==> config.mk <==
export PLATFORM = sky130hd
export DESIGN_NAME = keyboard_controller
export DESIGN_NICKNAME = d
export VERILOG_FILES = /design/src/rtl/keyboard_controller.sv
export SDC_FILE = /design/constraint.sdc
export NUM_CORES = 1
export LEC_CHECK = 0
export CAP_MARGIN = 20
export CORE_UTILIZATION = 56
export CTS_CLUSTER_DIAMETER = 50
export DETAILED_ROUTE_END_ITERATION = 12
export GPL_ROUTABILITY_DRIVEN = 0
export PLACE_DENSITY = 0.79
export SYNTH_ARGS = -nofsm -noshare
export SYNTH_HDL_FRONTEND = slang
export SYNTH_SLANG_ARGS = --single-unit
==> constraint.sdc <==
create_clock -name clk_in -period 3.05 [get_ports clk_in]
set_input_delay 0.7625 -clock clk_in [delete_from_list [all_inputs] [get_ports clk_in]]
set_output_delay 0.7625 -clock clk_in [all_outputs]
set_load 0.03 [all_outputs]
==> src/rtl/keyboard_controller.sv <==
// PS/2 scan-code set 2 front end producing Game-of-Life control strobes on clk_in.
// Optional build macro PS2_PARITY_CHECK_EN: drop frames whose odd-parity bit is wrong.
module keyboard_controller #(
    parameter int TIMEOUT_CYCLES = 50000
) (
    input  logic        clk_in,
    input  logic        reset_n,
    input  logic        ps2_clock,
    input  logic        ps2_data,
    output logic        start,
    output logic        pause,
    output logic        clear,
    output logic        manual,
    output logic [3:0]  setting,
    output logic [15:0] file_id
);
    localparam int WD_W = $clog2(TIMEOUT_CYCLES + 1);

    typedef enum logic [1:0] {
        ST_IDLE,
        ST_BREAK,
        ST_EXT,
        ST_EXT_BREAK
    } state_e;

    logic [1:0]      clk_sync_q;
    logic [1:0]      dat_sync_q;
    logic            clk_prev_q;
    logic            fall;
    logic [3:0]      bit_cnt_q, bit_cnt_d;
    logic [9:0]      frame_q, frame_d;
    logic [WD_W-1:0] wd_q, wd_d;
    logic            frame_ok;
    logic [7:0]      code;
    state_e          state_q, state_d;
    logic [3:0]      held_q, held_d;
    logic            start_q, start_d;
    logic            pause_q, pause_d;
    logic            clear_q, clear_d;
    logic            manual_q, manual_d;
    logic [3:0]      setting_q, setting_d;
    logic [15:0]     file_id_q, file_id_d;

    // Synchronisers reset to the PS/2 idle level so release never fakes an edge.
    always_ff @(posedge clk_in or negedge reset_n) begin
        if (!reset_n) begin
            clk_sync_q <= 2'b11;
            dat_sync_q <= 2'b11;
            clk_prev_q <= 1'b1;
        end else begin
            clk_sync_q <= {clk_sync_q[0], ps2_clock};
            dat_sync_q <= {dat_sync_q[0], ps2_data};
            clk_prev_q <= clk_sync_q[1];
        end
    end

    assign fall = clk_prev_q & ~clk_sync_q[1];

    // Bits shift in from the top: after ten falls [0]=start, [8:1]=data, [9]=parity.
    always_comb begin
        bit_cnt_d = bit_cnt_q;
        frame_d   = frame_q;
        wd_d      = '0;
        if (fall) begin
            if (bit_cnt_q == 4'd10) begin
                bit_cnt_d = '0;
            end else begin
                bit_cnt_d = bit_cnt_q + 4'd1;
                frame_d   = {dat_sync_q[1], frame_q[9:1]};
            end
        end else if (bit_cnt_q != '0) begin
            if (wd_q == WD_W'(TIMEOUT_CYCLES)) begin
                bit_cnt_d = '0;
            end else begin
                wd_d = wd_q + 1'b1;
            end
        end
    end

    always_ff @(posedge clk_in or negedge reset_n) begin
        if (!reset_n) begin
            bit_cnt_q <= '0;
            wd_q      <= '0;
        end else begin
            bit_cnt_q <= bit_cnt_d;
            wd_q      <= wd_d;
        end
    end

    always_ff @(posedge clk_in) begin
        frame_q <= frame_d;
    end

    assign code = frame_q[8:1];

`ifdef PS2_PARITY_CHECK_EN
    logic parity_ok;
    assign parity_ok = ^frame_q[9:1];
    assign frame_ok  = fall && (bit_cnt_q == 4'd10) && !frame_q[0] && dat_sync_q[1] && parity_ok;
`else
    assign frame_ok  = fall && (bit_cnt_q == 4'd10) && !frame_q[0] && dat_sync_q[1];
`endif

    // Decoder: held flags [0]=Space [1]=P [2]=C [3]=M gate the non-repeating keys.
    always_comb begin
        state_d   = state_q;
        held_d    = held_q;
        start_d   = 1'b0;
        pause_d   = 1'b0;
        clear_d   = 1'b0;
        setting_d = '0;
        manual_d  = manual_q;
        file_id_d = file_id_q;
        if (frame_ok) begin
            case (state_q)
                ST_IDLE: begin
                    if (code == 8'hF0) begin
                        state_d = ST_BREAK;
                    end else if (code == 8'hE0) begin
                        state_d = ST_EXT;
                    end else begin
                        case (code)
                            8'h29: if (!held_q[0]) begin held_d[0] = 1'b1; start_d = 1'b1; end
                            8'h4D: if (!held_q[1]) begin held_d[1] = 1'b1; pause_d = 1'b1; end
                            8'h21: if (!held_q[2]) begin held_d[2] = 1'b1; clear_d = 1'b1; end
                            8'h3A: if (!held_q[3]) begin held_d[3] = 1'b1; manual_d = ~manual_q; end
                            8'h1C: setting_d = 4'b0001;
                            8'h1D: setting_d = 4'b0010;
                            8'h1B: setting_d = 4'b0100;
                            8'h23: setting_d = 4'b1000;
                            8'h45: file_id_d = 16'd0;
                            8'h16: file_id_d = 16'd1;
                            8'h1E: file_id_d = 16'd2;
                            8'h26: file_id_d = 16'd3;
                            8'h25: file_id_d = 16'd4;
                            8'h2E: file_id_d = 16'd5;
                            8'h36: file_id_d = 16'd6;
                            8'h3D: file_id_d = 16'd7;
                            8'h3E: file_id_d = 16'd8;
                            8'h46: file_id_d = 16'd9;
                            default: ;
                        endcase
                    end
                end
                ST_BREAK: begin
                    state_d = ST_IDLE;
                    case (code)
                        8'h29:   held_d[0] = 1'b0;
                        8'h4D:   held_d[1] = 1'b0;
                        8'h21:   held_d[2] = 1'b0;
                        8'h3A:   held_d[3] = 1'b0;
                        default: ;
                    endcase
                end
                ST_EXT: begin
                    state_d = (code == 8'hF0) ? ST_EXT_BREAK : ST_IDLE;
                end
                default: begin
                    state_d = ST_IDLE;
                end
            endcase
        end
    end

    always_ff @(posedge clk_in or negedge reset_n) begin
        if (!reset_n) begin
            state_q   <= ST_IDLE;
            held_q    <= '0;
            start_q   <= 1'b0;
            pause_q   <= 1'b0;
            clear_q   <= 1'b0;
            manual_q  <= 1'b0;
            setting_q <= '0;
            file_id_q <= '0;
        end else begin
            state_q   <= state_d;
            held_q    <= held_d;
            start_q   <= start_d;
            pause_q   <= pause_d;
            clear_q   <= clear_d;
            manual_q  <= manual_d;
            setting_q <= setting_d;
            file_id_q <= file_id_d;
        end
    end

    assign start   = start_q;
    assign pause   = pause_q;
    assign clear   = clear_q;
    assign manual  = manual_q;
    assign setting = setting_q;
    assign file_id = file_id_q;

endmodule

==> out/qor.yml <==
status: "finished clean"
hold_depth: 0
max_freq_mhz: 440
fin_crit_sh: 0.745
diodes: 0
dpl-instance-area_sq_um: 2740
worstMarginPinSlew_ps: 922
hold_path.class: "register to register"
synth_seq_area_share: 0.528
ys_warn_count: 0
grt_remaining_overflow: 0
synth_edf_count: 10
maxCapViolations: 0
die_h_um: 70.4
cp-end-kind: "register"
numPortBuffers: 15
timing.rr.start: "frame_q[4]"
path_buf_inv: 0
cts-resized-gates: 0
grt_setup_unrepaired: "false"
clkTransAtPathRegs_ps: 90
netlist_area_sq_um: 2620
vias: 1787
postCtsHoldBufs: 0
synthDistinctLibCells: 47
pwr-share-comb: 0.120
cts_max_level: 2
ir_worst_vdd_mv: 0.306
drt-total-wl_um: 4420
antenna_found_initial: 0
crit_top_cell: "nor3_1"
crit_fanout: 13
cts_tree: "built"
cp_slowest_stage_delay_ps: 590
grt_pass1_wl_um: 7650
fill_cells: 382
drv_slew: 0
synth_top_area_frac: 0.363
synth_top_family_by_area: "simple AND/OR/NAND/NOR gates"
yosys.area_share.simple: 0.229
area_growth_pct: 7.89
cts_buffer_depth: 2
crit_start: "frame_q[4]"
pwr-share-seq: 0.604
hold_viol: 0
grt_max_degree: 44
synth_fa_ha_area_frac: 0.0239
drc: 0
grt.total_usage: 0.199
setup_violations: 0
design_area_sq_um: 2820
path_class: "register to register"
holdPathEnd: "clk_sync_q[1]"
die_x_um: 70.4
synthMuxAreaShare: 0.0368
p_per_area_nw_per_um2: 479
via_per_inst: 5.75
slew_headroom: 0.385
cts.sinks: 53
grt_pass1_vias: 1673
r2r_cells: 5
postSynthAreaPerCell_sq_um: 10.7
switching_share: 0.279
synth_compound_area_frac: 0.0579
drt_iter0_markers: 174
p_int_uw: 974
post-synth-top-count-cell: "dfrtp_1"
async_flop_share: 0.811
p_switching_uw: 378
finalCriticalPeriod_ps: 2270
ys_ff_latch: 53
crit_required_ps: 3240
cts-root-buf: "clkbuf_8"
critical_path.top_delay_family: "simple AND/OR/NAND/NOR gates"
post_cts_buffers: 0
p_leak_uw: 0.00119
synthFlopType: "dfrtp_1"
die_area_sq_um: 4950
core_sq_um: 4410
cts_buffers: 5
start_util: 0.593
first_pass_iters: 5
num_rows: 24
ant_nets: 0
worstReg2RegEnd: "held_q[0]"
reg2reg_setup_slack_ps: 780
path_cells: "or4_1 > nor3_1 > nor3_1 > nand3_1 > mux2_2"
yosys.area.top_type: "dfrtp_1"
drive_gt1_frac: 0.0965
fin_tns_setup_ps: 0
place_hpwl_um: 3080
synth_xor_area_frac: 0.0569
synthCells: 245
insertion_delay_ps: 310
p_clk_frac: 0.276
synth_area_leaders: "dfrtp_1 36%, edfxtp_1 11%, dfstp_2 5.0%"
worstHoldStart: "clk_sync_q[0]"
fin_nets: 267
synth_common_cells: "38 x dfrtp_1, 25 x nor2_1, 16 x nand2_1, 13 x nand3_1"
worstPathArrival_ps: 2470
fin_skew_ps: 9.21
crit_slowest_cell: "or4_1"
ioPinCount: 28
start_kind: "register"
wire_per_inst_um: 14.2
stage by stage:
stage	power, uW	hold slack (ps)	instances	setup slack, ps	util
after global routing	1420	369	311	624	0.639
after detailed placement	993	348	303	805	0.621
after CTS	1370	362	311	790	0.639
after floorplan	951	345	256	891	-
after global placement	977	346	303	867	0.621
final	1350	360	311	778	0.639
area by class of cell:
type	instances	area (sq um)	share of cell area
Tap cell	52	65.1	0.0230
Clock buffer	6	72.6	0.0257
Multi-Input combinational cell	171	1100	0.391
Sequential cell	53	1380	0.490
Timing Repair Buffer	15	145	0.0514
Clock inverter	2	10.0	0.00355
Inverter	12	45.0	0.0160
flip-flops by register name, summed over array words and instances (netlist names):
| register | flops |
|---|---|
| wd_q | 16 |
| frame_q | 10 |
| bit_cnt_q | 4 |
| file_id | 4 |
| held_q | 4 |
| setting | 4 |
| clk_sync_q | 2 |
| dat_sync_q | 2 |
| state_q | 2 |
| clear | 1 |
| clk_prev_q | 1 |
| manual | 1 |
| pause | 1 |
| start | 1 |
kinds of logic (layout without fill, tap and decap cells):
kind of cell    Yosys count  count (layout)
xor+xnor                 17              17
compound gates           22              22
flops                    53              53
simple gates            106             106
other cells               1              12
buf+inv                  32              35
mux                       9               9
fa+ha+maj                 5               5
worst max path at each step:
stage / endpoint / slack [ps] / cells after the start
after floorplan: file_id[0] / 890 / 8
after global placement: held_q[0] / 870 / 5
after detailed placement: file_id[0] / 810 / 7
after CTS: file_id[0] / 790 / 7
after global routing: held_q[2] / 620 / 5
final: held_q[0] / 780 / 5
power by group through the flow:
stage / Clock (uW) / Combinational, uW / Sequential, uW
floorplan: 0 / 144 / 806
global placement: 0 / 150 / 826
detailed placement: 0 / 164 / 829
CTS: 389 / 165 / 816
global route: 412 / 186 / 825
finish: 374 / 162 / 816
layer usage:
metal / vias up / part of all wire / global-route usage
li1: 849 / - / -
met1: 882 / 0.44 / 0.271
met4: 0 / 0.015 / 0.0978
met5: - / 0 / 0
met3: 4 / 0.048 / 0.0346
met2: 52 / 0.49 / 0.309
cells in the final DEF (no fill, tap or decap), drive strengths merged, types with 6 or more instances in the layout:
master,count
edfxtp,10
nand2b,6
clkdlybuf4s50,14
dfrtp,38
nand4,6
xor2,8
nor2,25
conb,12
inv,12
clkbuf,6
nand2,16
o21ai,12
xnor2,9
nor3,13
nand3,13
(Power assumes the default switching activity.)
